`src/rtl/rf_seq_pkg.sv`:
```
// Shared definitions for the register-file operation sequencer: widths, opcodes, FSM states.
package rf_seq_pkg;

    localparam int DEF_DATA_W = 32;
    localparam int DEF_ADDR_W = 5;
    localparam int DEF_OP_W   = 3;
    localparam int SHAMT_W    = 5;

    localparam logic [2:0] OP_ADD = 3'd0;
    localparam logic [2:0] OP_SUB = 3'd1;
    localparam logic [2:0] OP_AND = 3'd2;
    localparam logic [2:0] OP_OR  = 3'd3;
    localparam logic [2:0] OP_XOR = 3'd4;
    localparam logic [2:0] OP_SLT = 3'd5;
    localparam logic [2:0] OP_SLL = 3'd6;
    localparam logic [2:0] OP_SRL = 3'd7;

    typedef enum logic [2:0] {
        ST_IDLE = 3'd0,
        ST_RD   = 3'd1,
        ST_EX   = 3'd2,
        ST_WB   = 3'd3,
        ST_RSP  = 3'd4
    } state_e;

endpackage

```
`src/rtl/rf_seq_alu.sv`:
```
// Combinational ALU for the sequencer. Shifts (opcodes 6/7) exist only when RF_SEQ_SHIFT_EN
// is defined; otherwise those opcodes report illegal with a zero result.
module rf_seq_alu
    import rf_seq_pkg::*;
#(
    parameter int DATA_W = DEF_DATA_W,
    parameter int OP_W   = DEF_OP_W
) (
    input  logic [OP_W-1:0]   op_s,
    input  logic [DATA_W-1:0] a_s,
    input  logic [DATA_W-1:0] b_s,
    output logic [DATA_W-1:0] result_s,
    output logic              illegal_s
);

    logic slt_s;

    assign slt_s = ($signed(a_s) < $signed(b_s));

    // Opcode decode and result selection
    always_comb begin
        result_s  = '0;
        illegal_s = 1'b0;
        case (op_s)
            OP_ADD: result_s = a_s + b_s;
            OP_SUB: result_s = a_s - b_s;
            OP_AND: result_s = a_s & b_s;
            OP_OR:  result_s = a_s | b_s;
            OP_XOR: result_s = a_s ^ b_s;
            OP_SLT: result_s = {{(DATA_W-1){1'b0}}, slt_s};
`ifdef RF_SEQ_SHIFT_EN
            OP_SLL: result_s = a_s << b_s[SHAMT_W-1:0];
            OP_SRL: result_s = a_s >> b_s[SHAMT_W-1:0];
`endif
            default: begin
                result_s  = '0;
                illegal_s = 1'b1;
            end
        endcase
    end

endmodule

```
`src/rtl/rf_op_sequencer.sv`:
```
// Sequences one ALU command through read, execute and write-back against the register file.
// Optional shift opcodes are enabled by defining RF_SEQ_SHIFT_EN.
module rf_op_sequencer
    import rf_seq_pkg::*;
#(
    parameter int DATA_W = DEF_DATA_W,
    parameter int ADDR_W = DEF_ADDR_W,
    parameter int OP_W   = DEF_OP_W
) (
    input  logic              i_clk,
    input  logic              i_rst,
    input  logic              i_cmd_valid,
    output logic              o_cmd_ready,
    input  logic [OP_W-1:0]   i_op,
    input  logic [ADDR_W-1:0] i_rs1,
    input  logic [ADDR_W-1:0] i_rs2,
    input  logic [ADDR_W-1:0] i_rd,
    output logic [ADDR_W-1:0] o_raddr1,
    output logic [ADDR_W-1:0] o_raddr2,
    input  logic [DATA_W-1:0] i_rdata1,
    input  logic [DATA_W-1:0] i_rdata2,
    output logic [ADDR_W-1:0] o_waddr,
    output logic [DATA_W-1:0] o_wdata,
    output logic              o_we,
    output logic              o_rsp_valid,
    input  logic              i_rsp_ready,
    output logic [DATA_W-1:0] o_rsp_data,
    output logic              o_rsp_err
);

    state_e              state_r;
    logic [OP_W-1:0]     op_r;
    logic [ADDR_W-1:0]   rd_r;
    logic [DATA_W-1:0]   opa_r;
    logic [DATA_W-1:0]   opb_r;
    logic [DATA_W-1:0]   result_r;
    logic                err_r;
    logic [DATA_W-1:0]   alu_result_s;
    logic                alu_illegal_s;

    rf_seq_alu #(
        .DATA_W (DATA_W),
        .OP_W   (OP_W)
    ) u_alu (
        .op_s      (op_r),
        .a_s       (opa_r),
        .b_s       (opb_r),
        .result_s  (alu_result_s),
        .illegal_s (alu_illegal_s)
    );

    // Command sequencing FSM with all outputs registered
    always_ff @(posedge i_clk) begin
        if (i_rst) begin
            state_r     <= ST_IDLE;
            op_r        <= '0;
            rd_r        <= '0;
            opa_r       <= '0;
            opb_r       <= '0;
            result_r    <= '0;
            err_r       <= 1'b0;
            o_cmd_ready <= 1'b0;
            o_raddr1    <= '0;
            o_raddr2    <= '0;
            o_waddr     <= '0;
            o_wdata     <= '0;
            o_we        <= 1'b0;
            o_rsp_valid <= 1'b0;
            o_rsp_data  <= '0;
            o_rsp_err   <= 1'b0;
        end else begin
            case (state_r)
                ST_IDLE: begin
                    o_cmd_ready <= 1'b1;
                    if (i_cmd_valid && o_cmd_ready) begin
                        op_r        <= i_op;
                        rd_r        <= i_rd;
                        o_raddr1    <= i_rs1;
                        o_raddr2    <= i_rs2;
                        o_cmd_ready <= 1'b0;
                        state_r     <= ST_RD;
                    end
                end
                // Read data settled at the mid-cycle negedge; capture it now
                ST_RD: begin
                    opa_r    <= i_rdata1;
                    opb_r    <= i_rdata2;
                    o_raddr1 <= '0;
                    o_raddr2 <= '0;
                    state_r  <= ST_EX;
                end
                ST_EX: begin
                    result_r <= alu_result_s;
                    err_r    <= alu_illegal_s;
                    o_we     <= (!alu_illegal_s) && (rd_r != {ADDR_W{1'b0}});
                    o_waddr  <= rd_r;
                    o_wdata  <= alu_result_s;
                    state_r  <= ST_WB;
                end
                ST_WB: begin
                    o_we        <= 1'b0;
                    o_waddr     <= '0;
                    o_wdata     <= '0;
                    o_rsp_valid <= 1'b1;
                    o_rsp_data  <= result_r;
                    o_rsp_err   <= err_r;
                    state_r     <= ST_RSP;
                end
                ST_RSP: begin
                    if (i_rsp_ready) begin
                        o_rsp_valid <= 1'b0;
                        o_rsp_data  <= '0;
                        o_rsp_err   <= 1'b0;
                        o_cmd_ready <= 1'b1;
                        state_r     <= ST_IDLE;
                    end
                end
                default: begin
                    state_r     <= ST_IDLE;
                    o_cmd_ready <= 1'b0;
                end
            endcase
        end
    end

endmodule
```
`config.mk`:
```
export PLATFORM = sky130hd
export DESIGN_NAME = rf_op_sequencer
export DESIGN_NICKNAME = d
export VERILOG_FILES = /design/src/rtl/rf_seq_pkg.sv /design/src/rtl/rf_seq_alu.sv /design/src/rtl/rf_op_sequencer.sv
export SDC_FILE = /design/constraint.sdc
export NUM_CORES = 1
export LEC_CHECK = 0
export ABC_AREA = 1
export CAP_MARGIN = 20
export CORE_ASPECT_RATIO = 1.5
export CORE_MARGIN = 3
export CORE_UTILIZATION = 55
export DETAILED_ROUTE_END_ITERATION = 8
export HOLD_SLACK_MARGIN = 0.05
export PLACE_DENSITY = 0.89
export SLEW_MARGIN = 5
export SYNTH_ARGS = -nofsm -noshare
export SYNTH_HDL_FRONTEND = slang
export SYNTH_SLANG_ARGS = --single-unit
```
`constraint.sdc`:
```
create_clock -name i_clk -period 5.22 [get_ports i_clk]
set_input_delay 1.044 -clock i_clk [delete_from_list [all_inputs] [get_ports i_clk]]
set_output_delay 1.044 -clock i_clk [all_outputs]
set_load 0.02 [all_outputs]
```
; ---- Word-level counts from Yosys, hierarchy flattened
; Index checks and enable logic that the tools add are counted.
[op_classes]
magnitude_cmp = 1
n_eq_ne = 11
muxes = 20
bitwise_logic = 4
reduce_logical = 15
addsub = 2
[op_table]
columns = op, count
row1 = $pmux W32 S6, 1
row2 = $pmux W32 S2, 2
row3 = $add A32 B32 Y32, 1
row4 = $and A32 B32 Y32, 1
row5 = $lt A32 B32 Y1, 1
row6 = $mux W32, 1
row7 = $or A32 B32 Y32, 1
row8 = $sub A32 B32 Y32, 1
row9 = $xor A32 B32 Y32, 1
row10 = $pmux W5 S2, 3
row11 = $pmux W3 S5, 1
row12 = $eq A3 B2 Y1 const B, 4
row13 = $mux W5, 2
row14 = $reduce_and A2 Y1, 5
row15 = $eq A3 B3 Y1 const B, 3
row16 = $eq A3 B1 Y1 const B, 2
row17 = $logic_not A3 Y1, 2
row18 = $mux W3, 2
row19 = $pmux W1 S2, 3
row20 = $reduce_bool A2 Y1, 3
row21 = $reduce_or A6 Y1, 1
row22 = $reduce_bool A5 Y1, 1
row23 = $mux W1, 4
row24 = $ne A2 B2 Y1 const B, 2
row25 = other kinds (4), 5
[totals]
output_inout_bits = 83
input_bits = 86
elab_cells = 69
register_bits = 191

; ---- Depth between registers and ports, before layout
; Gate-level depths: netlist of the first run.
[logic_depth]
word_depth = 4
ltp_mapped = 17
depth_no_buf = 17

; ---- Cells and area by module
; From an unflattened synthesis of the first run, not the netlist that was laid out.
[hier_totals]
hier_cells = 2085
area_unflattened_um2 = 13132.6
[modules_own_cells]
columns = module, area_each_um2, seq_area_each_um2, n_inst, cells_each
row1 = rf_op_sequencer, 6660.1, 3823.7, 1, 813
row2 = rf_seq_alu, 6472.5, 0.0, 1, 1272

; ---- Least setup slack after synthesis of the first run
; No wires, ideal clock.
[synth_timing]
path_kind = in2reg
start = input i_rst
end = register state_r[1]
path_buffers = 3
setup_slack_ns = 3.177
setup_ns = 0.132
required_time_ns = 5.088
cell_stages = 4
arrival_time_ns = 1.911
cell_sequence = clkbuf_1 -> clkbuf_1 -> clkbuf_1 -> a21oi_1
[synth_rtl]
columns = item, line_no
row1 = start: declaration, rf_op_sequencer.sv:11  ; input logic i_rst,
row2 = end signal: assignment, rf_op_sequencer.sv:55  ; state_r <= ST_IDLE;
row3 = end signal: assignment, rf_op_sequencer.sv:81  ; state_r <= ST_RD;
row4 = end signal: assignment, rf_op_sequencer.sv:90  ; state_r <= ST_EX;
row5 = end: declaration, rf_op_sequencer.sv:31  ; state_e state_r;
; No word-level cell between the ends.

; ---- Final worst setup path of the first run
[layout_timing]
start = register opa_r[27]
end = register result_r[31]
[layout_via]
elab_chain_len = 2
elab_cells_between_ends = 3
classes_between = add/sub (2) / mux (1)
[layout_rtl]
columns = item, line_no
row1 = start: declaration, rf_op_sequencer.sv:34  ; logic [DATA_W-1:0] opa_r;
row2 = start signal: assignment, rf_op_sequencer.sv:86  ; opa_r <= i_rdata1;
row3 = $sub A32 B32 Y32 / $add A32 B32 Y32 (equally long branches), "rf_seq_alu.sv:26, rf_seq_alu.sv:25"
row4 = $pmux W32 S6 (*), rf_seq_alu.sv:24  ; case (op_s)
row5 = end signal: assignment, rf_op_sequencer.sv:93  ; result_r <= alu_result_s;
row6 = end: declaration, rf_op_sequencer.sv:36  ; logic [DATA_W-1:0] result_r;
; Mark *: on every way between the ends. The rest lies on a longest branch, timed or not.
; A chain may end at the register's enable or synchronous reset.

==> flow_summary.ini, run 1 <==
[logic_synthesis]
syn_area_sq_um = 12800
yosysTopAreaCell = dfxtp_1
syn_nets = 2221
ys_async_sr_fraction_pct = 0
yosysSeqAreaShare_pct = 29.8
post_synth_main_area_contributors = dfxtp_1 30%, nand2_1 16%, a21oi_1 11%
synth_edf_count = 0
synth_ff_type = dfxtp_1
avgSynthCellArea_sq_um = 6.33
synth_top_area_share_pct = 29.8
synth_cell_type_count = 42
ys_warn_count = 0
synth-seq-cells = 191
synth_cells = 2029

[floorplan]
num_io_pins = 169
core_sq_um = 22600
row_count = 67
start_util_pct = 56.8
die_area_sq_um = 25300
chipWidth_um = 131
die_h_um = 193

[route]
drtPass1Iterations = 7
drtIter0Drc = 1111
wl_per_cell_um = 17.5
wirelength_um = 42500
postRouteAntennaNets = 0
drc_errors = 0
viasPerCell = 5.64
vias = 13700

[final_layout]
diodes = 0
final_cell_mix = 558 x nand2_1, 284 x inv_1, 271 x a21oi_1
multi_input_area_sq_um = 7480
drive_above_1_share_pct = 3.87
fillers = 2088
nNetsFinal = 2326
syn_to_final_growth_pct = 17.8
regArea_sq_um = 3820
final_common_cell = nand2_1

[placed_design]
portBuffers = 168
dpl.hpwl_um = 32400
gp_congestion = 1.01

[worst_setup_path]
worstRegToRegCells = 13
cp-end-kind = flip-flop
crit_fanout = 7
critical_path_arrival_ns = 3.04
start_kind = flip-flop
regToRegSetupSlack_ns = 2.46
r2r-start = opa_r[27]$_SDFFE_PP0P_
rr_endpoint = result_r[31]$_SDFFE_PP0P_
crit_type = reg2reg
required_ns = 5.50

[grt]
grt_pass1_vias = 13400
grt_pass1_wl_um = 66900
grt_max_degree = 112
grt-ovfl-total = 0
antenna_found_initial = 0
grt_use_total_pct = 33.5

[pwr]
p_leak_nw = 6.79
power.density_nw_per_um2 = 659
peakVddDrop_mv = 0.565

[sta]
hold-worst-slack_ns = 0.461
fin_crit_sh_pct = 52.9
slew_viol_final = 0
max_freq_mhz = 362
min_period_ns = 2.76
clock_skew_ns = 0.00900
relSlewSlack_pct = 26.3
hold_viol = 0
final.setup.tns_ns = 0
final-setup-viol-count = 0
rsz0062_at_grt = false
worstMarginPinSlew_ns = 1.11

[clocking]
clk_pin_slew_ns = 0.07
numCtsBuffers = 17
h-tree-depth = 4
cts_setup_buffers = 0
cts_buffer_depth = 2
cts_root_buf = clkbuf_16
insertion_delay_ns = 0.45
cts_tree = yes
postCtsResizedCells = 0
postCtsHoldBufs = 0
cts_sinks = 191

[status]
status = finished, final reports clean

[hold_path]
hold_end = o_raddr1[2]$_SDFFE_PP0P_
hold_class = reg2reg
hold_start = o_raddr1[2]$_SDFFE_PP0P_
whs_path_depth = 2

[flow_run]
cap_violations = 0
[stage by stage]
stage / total power [mW] / instances / worst slack [ns] / utilization, % / instance area (sq um)
global placement: 8.39 / 2389 / 2.08 / 64.2 / 14500
floorplan: 6.59 / 2029 / 3.18 / - / 12800
global route: 10.8 / 2422 / 2.27 / 66.9 / 15100
CTS: 9.83 / 2421 / 2.37 / 66.8 / 15100
finish: 9.98 / 2422 / 2.46 / 66.9 / 15100
detailed placement: 8.49 / 2390 / 1.98 / 64.2 / 14500
[worst max-delay path, stage by stage, from the launching register on]
cell,delay [ns]
dfxtp_1,0.36
inv_1,0.08
ha_1,0.43
inv_1,0.30
nand2_1,0.23
nor3b_1,0.36
and2_1,0.18
nand2_1,0.12
nand2_1,0.10
nand2_1,0.05
nand3_1,0.06
nand3_1,0.13
nand2_1,0.12
a21oi_1,0.07
[layer usage]
| metal | vias to the layer above | track usage [%] | part of all wire (%) |
|---|---|---|---|
| met5 | - | 0 | 0 |
| met4 | 0 | 13.9 | 4.0 |
| met3 | 105 | 3.89 | 6.1 |
| met2 | 573 | 60.8 | 51 |
| met1 | 6260 | 39.3 | 39 |
| li1 | 6728 | - | - |
[worst max path at each step]
stage | from | to | slack [ns] | cells past startpoint
after floorplan | i_rst | state_r[1]$_SDFFE_PP0P_ | 3.18 | 4
after global placement | i_rsp_ready | o_rsp_data[9]$_SDFFE_PP0P_ | 2.08 | 6
after detailed placement | i_rsp_ready | o_rsp_data[4]$_SDFFE_PP0P_ | 1.98 | 6
after CTS | i_rsp_ready | o_rsp_err$_SDFFE_PP0P_ | 2.37 | 6
after global routing | opa_r[27]$_SDFFE_PP0P_ | result_r[31]$_SDFFE_PP0P_ | 2.27 | 13
final | opa_r[27]$_SDFFE_PP0P_ | result_r[31]$_SDFFE_PP0P_ | 2.46 | 13
[sequential cells by signal, summed over array words and instances, names as in the netlist, 3 cells and up]
| name | count |
|---|---|
| o_raddr1 | 5 |
| o_raddr2 | 5 |
| o_rsp_data | 32 |
| o_waddr | 5 |
| o_wdata | 32 |
| op_r | 3 |
| opa_r | 32 |
| opb_r | 32 |
| rd_r | 5 |
| result_r | 32 |
| state_r | 3 |
[report_power, final]
| part | total [mW] | switching [mW] | internal, mW |
|---|---|---|---|
| combinational | 6.61 | 4.67 | 1.93 |
| clock | 1.33 | 0.618 | 0.717 |
| sequential | 2.04 | 0.246 | 1.79 |
[cell families after synthesis]
| kind of cell | synth area share (%) |
|---|---|
| buf+inv | 12.2 |
| compound gates | 17.3 |
| flops | 29.8 |
| fa+ha+maj | 10.4 |
| xor+xnor | 0.273 |
| simple gates | 30.0 |
[cell type report]
class	instances	share of cell area, %
multi-input combinational	1445	49.4
clock inverter	12	0.992
sequential	191	25.3
inverter	299	7.42
tap	276	2.28
timing repair buffer	180	11.8
clock buffer	19	2.86
[cell usage after synthesis (all sizes together) (2+ instances only)]
master    n
nand2   561
inv     295
a21oi   273
nand3   195
dfxtp   191
nor2    109
o21ai   108
ha      104
clkbuf   50
buf      44
o22ai    30
nand4    18
nor3     16
and2      6
o21bai    5
clkinv    4
and3      3
a211oi    2
fa        2
nor3b     2
o221ai    2
xnor2     2
xor2      2
No activity file was read; power rests on OpenSTA's default activity.
==> inputs of run 2 (changes only) <==
--- a/config.mk
+++ b/config.mk
@@ -9,10 +9,10 @@
 export CAP_MARGIN = 20
 export CORE_ASPECT_RATIO = 1.5
 export CORE_MARGIN = 3
-export CORE_UTILIZATION = 55
+export CORE_UTILIZATION = 51
 export DETAILED_ROUTE_END_ITERATION = 8
 export HOLD_SLACK_MARGIN = 0.05
-export PLACE_DENSITY = 0.89
+export PLACE_DENSITY = 0.87
 export SLEW_MARGIN = 5
 export SYNTH_ARGS = -nofsm -noshare
 export SYNTH_HDL_FRONTEND = slang
==> constraint.sdc (replaced) <==
create_clock -name i_clk -period 2.3 [get_ports i_clk]
set_input_delay 0.46 -clock i_clk [delete_from_list [all_inputs] [get_ports i_clk]]
set_output_delay 0.46 -clock i_clk [all_outputs]
set_load 0.02 [all_outputs]
==> run 2 against run 1 <==
Net effect: the flow now finishes with violations (negative setup slack); combinational power grew to 3.7 times the previous value; global-route usage is 2.2 points higher; clock power up 130%; cell count rose by 14%; clock skew is 0.0035 ns higher; first-iteration DRC count grew 18%; sequential power increased by 130%; critical path type unchanged; critical endpoint is now result_r[9]$_SDFFE_PP0P_.
==> flow_summary.ini, run 2 (synthesized netlist as in run 1, its figures left out) <==
[floorplan]
core_sq_um = 24600
num_io_pins = 169
die_h_um = 200
die_area_sq_um = 27200
chipWidth_um = 136
start_util_pct = 52.2
row_count = 70

[grt]
grt-ovfl-total = 0
grt_max_degree = 118
grt_pass1_vias = 15200
grt_use_total_pct = 35.7
antenna_found_initial = 0
grt_pass1_wl_um = 77200

[flow_run]
cap_violations = 0

[route]
drtPass1Iterations = 6
drtIter0Drc = 1306
wl_per_cell_um = 18.8
viasPerCell = 5.59
postRouteAntennaNets = 0
drc_errors = 0
wirelength_um = 51800
vias = 15400

[pwr]
power.density_nw_per_um2 = 1700
p_leak_nw = 8.61
finalPower_mw = 32.0
peakVddDrop_mv = 1.21

[final_layout]
final_cell_mix = 473 x nand2_1, 291 x buf_4, 268 x inv_1
diodes = 0
final_common_cell = nand2_1
syn_to_final_growth_pct = 46.4
finalInstanceArea_sq_um = 18800
final_cells = 2760
drive_above_1_share_pct = 27.7
nNetsFinal = 2615

[worst_setup_path]
crit_type = reg2reg
crit_fanout = 7
critical_path_arrival_ns = 2.69
required_ns = 2.67
cp-end-kind = flip-flop
start_kind = flip-flop

[sta]
worstMarginPinSlew_ns = 0.591
clock_skew_ns = 0.0125
hold-worst-slack_ns = 0.463
final-setup-viol-count = 3
hold_viol = 0
final.setup.tns_ns = -0.0264
slew_viol_final = 0
worst_slack_ns = -0.0174
min_period_ns = 2.32
fin_crit_sh_pct = 101
relSlewSlack_pct = 60.6
max_freq_mhz = 432
rsz0062_at_grt = true

[placed_design]
dpl.hpwl_um = 37900
placed_area_sq_um = 16700
portBuffers = 168
place_inst = 2714
gp_congestion = 0.969

[status]
violations = negative setup slack
status = complete, but fails checks

[clocking]
clk_pin_slew_ns = 0.08
h-tree-depth = 4
cts_tree = yes
cts_root_buf = clkbuf_16
numCtsBuffers = 17
cts_sinks = 191
insertion_delay_ns = 0.46
cts_buffer_depth = 2
postCtsHoldBufs = 0

[hold_path]
hold_class = reg2reg
## run 2: changes by cell type in the layout (fill, tap and decap cells not counted), moves of 31 or more
cell / delta
nand2_1: -85
a21oi_2: +44
ha_1: -31
buf_4: +280
a21oi_1: -47
nand2_2: +71
nand3_1: -32
nor2_1: -34
## run 2: stage by stage
step	util, %	setup WS (ns)
after floorplan	-	0.293
after CTS	71.7	-0.0407
final	76.4	-0.0174
after global placement	67.9	-0.280
after detailed placement	67.9	-0.284
after global routing	76.4	-0.104
## run 2: cell type report
type / count / area [sq um]
Tap cell: 324 / 405
Multi-Input combinational cell: 1445 / 8810
Inverter: 299 / 1120
Clock inverter: 14 / 155
Fill cell: 1803 / 5800
Sequential cell: 191 / 3860
Clock buffer: 18 / 439
Timing Repair Buffer: 469 / 4020
## run 2: path summary, 6_finish.rpt
path	start	endpoint	slack (ns)	cells past startpoint
setup / recovery	opb_r[2]$_SDFFE_PP0P_	result_r[9]$_SDFFE_PP0P_	-0.02	14
hold / removal	o_wdata[23]$_SDFFE_PP0N_	o_wdata[23]$_SDFFE_PP0N_	0.46	2
setup reg to reg	opb_r[2]$_SDFFE_PP0P_	result_r[9]$_SDFFE_PP0P_	-0.02	14
hold reg to reg	o_wdata[23]$_SDFFE_PP0N_	o_wdata[23]$_SDFFE_PP0N_	0.46	2
## run 2: repair_timing
action                     4_1_cts  5_1_grt
cloned                           0        0
setup endpoints to repair       51       54
gates resized for setup         83      303
pin swaps                        2       72
setup buffers                    1       13
## run 2: critical path, cell delays in order (launching register included)
cell	delay (ns)
dfxtp_2	0.36
inv_2	0.06
ha_4	0.27
nor2_2	0.19
buf_4	0.15
nand2_1	0.10
nor2_2	0.14
nand2_1	0.10
nand3_4	0.10
a21oi_1	0.08
o21ai_2	0.10
nand2_1	0.07
nand3b_1	0.17
nand2_2	0.13
a21oi_2	0.21
## run 2: layer usage
layer  track usage, %  up-vias  routed length [um]
li1                 -     7309                   -
met4             16.2        0                2670
met3             5.65      194                3230
met5                0        -                   0
met1             40.6     7229               19500
met2             64.5      691               26300
## run 2: power breakdown
group | internal, mW | switching (mW) | total [mW]
sequential | 4.11 | 0.496 | 4.60
combinational | 10.1 | 14.2 | 24.3
clock | 1.57 | 1.50 | 3.06
==> inputs of run 3 (changes only) <==
--- a/config.mk
+++ b/config.mk
@@ -9,10 +9,11 @@
 export CAP_MARGIN = 20
 export CORE_ASPECT_RATIO = 1.5
 export CORE_MARGIN = 3
-export CORE_UTILIZATION = 51
+export CORE_UTILIZATION = 52
+export CTS_BUF_LIST = sky130_fd_sc_hd__clkbuf_2 sky130_fd_sc_hd__clkbuf_4 sky130_fd_sc_hd__clkbuf_8
 export DETAILED_ROUTE_END_ITERATION = 8
 export HOLD_SLACK_MARGIN = 0.05
-export PLACE_DENSITY = 0.87
+export PLACE_DENSITY = 0.88
 export SLEW_MARGIN = 5
 export SYNTH_ARGS = -nofsm -noshare
 export SYNTH_HDL_FRONTEND = slang
==> run 3 against run 2 <==
Net effect: the flow now finishes without violations; count of clock-buffer cells in the layout grew 2; critical path depth is the same; clock skew grew 0.0060 ns; sequential power is essentially flat; combinational power shrank 6%; non-clock buffer count shrank 26; maximum frequency grew 1.5%; sequential share of layout area grew 0.76 points; highest routed layer unchanged.
==> flow_summary.ini, run 3 (synthesized netlist as in run 1, its figures left out) <==
[sta]
worst_slack_ns = 0.0169
rsz0062_at_grt = true
worstMarginPinSlew_ns = 0.556
clock_skew_ns = 0.0184
slew_viol_final = 0
hold-worst-slack_ns = 0.468
hold_viol = 0
relSlewSlack_pct = 63.0
fin_crit_sh_pct = 99.3
max_freq_mhz = 438
final-setup-viol-count = 0
min_period_ns = 2.28

[placed_design]
gp_congestion = 1.00
portBuffers = 168
place_ws_ns = -0.199
placed_area_sq_um = 16500
dpl.hpwl_um = 36200

[clocking]
cts_sinks = 191
cts_buffer_depth = 2
insertion_delay_ns = 0.50
numCtsBuffers = 17
cts_root_buf = clkbuf_8
cts_tree = yes
h-tree-depth = 4
clk_pin_slew_ns = 0.11

[final_layout]
finalInstanceArea_sq_um = 18200
diodes = 0
final_common_cell = nand2_1
drive_above_1_share_pct = 25.8
nNetsFinal = 2589
final_cell_mix = 489 x nand2_1, 271 x buf_4, 263 x inv_1
syn_to_final_growth_pct = 41.5

[worst_setup_path]
crit_type = reg2reg
path_common_cell = nand2_1
start_kind = flip-flop
required_ns = 2.72
path_cells = ha_2, fa_2, nand2_1, nand2_1, and2_2, nand2_2, nand2_4, a21oi_2, nor2_1, nor2_1, nand2_1, nand3_2, nand2_2, a21oi_1
cp_slowest_cell = dfxtp_2
r2r-start = opb_r[0]$_SDFFE_PP0P_
cp-startpoint = opb_r[0]$_SDFFE_PP0P_
critPathBufInv = 0
regToRegSetupSlack_ns = 0.02
crit_fanout = 5
crit_family = simple AND/OR/NAND/NOR gates
critical_path_arrival_ns = 2.70
cp-end-kind = flip-flop
cp_slowest_stage_delay_ns = 0.36

[floorplan]
die_h_um = 199
num_io_pins = 169
die_area_sq_um = 26700
core_sq_um = 24000
row_count = 69
chipWidth_um = 134
start_util_pct = 53.5

[route]
drc_errors = 0
drtPass1Iterations = 6
drtIter0Drc = 1269
viasPerCell = 5.57
vias = 15200
wl_per_cell_um = 17.8
postRouteAntennaNets = 0
wirelength_um = 48600

[pwr]
p_clk_share_pct = 7.7
p_seq_share_pct = 15.4
p_switching_mw = 15.4
finalPower_mw = 29.8
intPower_mw = 14.5
p_leak_nw = 8.30
power.density_nw_per_um2 = 1640
peakVddDrop_mv = 0.946
power_frac_comb_pct = 76.9
swShare_pct = 51.6

[hold_path]
hold_class = reg2reg
hold_start = o_wdata[20]$_SDFFE_PP0N_

[status]
status = finished, final reports clean

[grt]
antenna_found_initial = 0
grt-ovfl-total = 0
grt_max_degree = 118
grt_use_total_pct = 34.8
grt_pass1_vias = 15000
grt_pass1_wl_um = 74500

[flow_run]
cap_violations = 0
run 3: cell count changes in the layout (fill, tap and decap cells not counted), moves of 10 or more:
cell	change
a21oi_1	+10
a21oi_2	-11
buf_4	-20
clkbuf_16	-17
clkbuf_8	+19
dfxtp_1	-11
dfxtp_2	+13
nand2_1	+16
nand2_2	-10
run 3: path summary, 6_finish.rpt:
path | to | depth (start not counted)
worst max-delay path | result_r[16]$_SDFFE_PP0P_ | 14
worst min-delay path | o_wdata[20]$_SDFFE_PP0N_ | 2
worst max register to register | result_r[16]$_SDFFE_PP0P_ | 14
worst min register to register | o_wdata[20]$_SDFFE_PP0N_ | 2
run 3: routing by layer:
layer  share of wire [%]  vias to the layer above  global-route usage, %  wire [um]
met2                  51                      737                   64.8      24800
li1                    -                     7259                      -          -
met4                 5.1                        0                   16.5       2490
met3                 6.1                      174                   4.45       2980
met5                   0                        -                      0          0
met1                  38                     7043                   38.9      18300
run 3: timing repair:
item | in CTS | in global routing
endpoints found under the hold margin | 0 | 0
setup endpoints to repair | 49 | 52
hold buffers | 0 | 0
resized for setup | 73 | 261
pin swaps | 1 | 60
setup buffers | 0 | 16
run 3: area by class of cell:
type                       count  area, sq um
tap                          319          399
fill                        1861         5820
timing repair buffer         443         3810
multi-input combinational   1445         8580
clock buffer                  20          275
clock inverter                12          120
inverter                     299         1120
sequential                   191         3870
run 3: worst min-delay path, cell delays in order (launching register included):
cell	delay, ns
dfxtp_1	0.32
nand2_1	0.06
a21oi_1	0.05
run 3: through the flow:
| stage | utilization (%) | TNS, ns | cells |
|---|---|---|---|
| 3_5_place_dp | 68.8 | -3.08 | 2681 |
| 3_3_place_gp | 68.8 | -1.84 | 2681 |
| 6_report | 75.7 | 0 | 2729 |
| 2_1_floorplan | - | 0 | 2029 |
| 5_1_grt | 75.7 | -1.53 | 2729 |
| 4_1_cts | 71.6 | -0.00328 | 2713 |
run 3: power by group through the flow:
stage               Combinational [mW]  Clock (mW)  Sequential [mW]
CTS                               19.5        2.29             4.50
detailed placement                18.7           0             4.57
global placement                  18.4           0             4.51
floorplan                         10.2           0             4.71
global route                      24.8        2.41             4.67
finish                            22.9        2.30             4.60
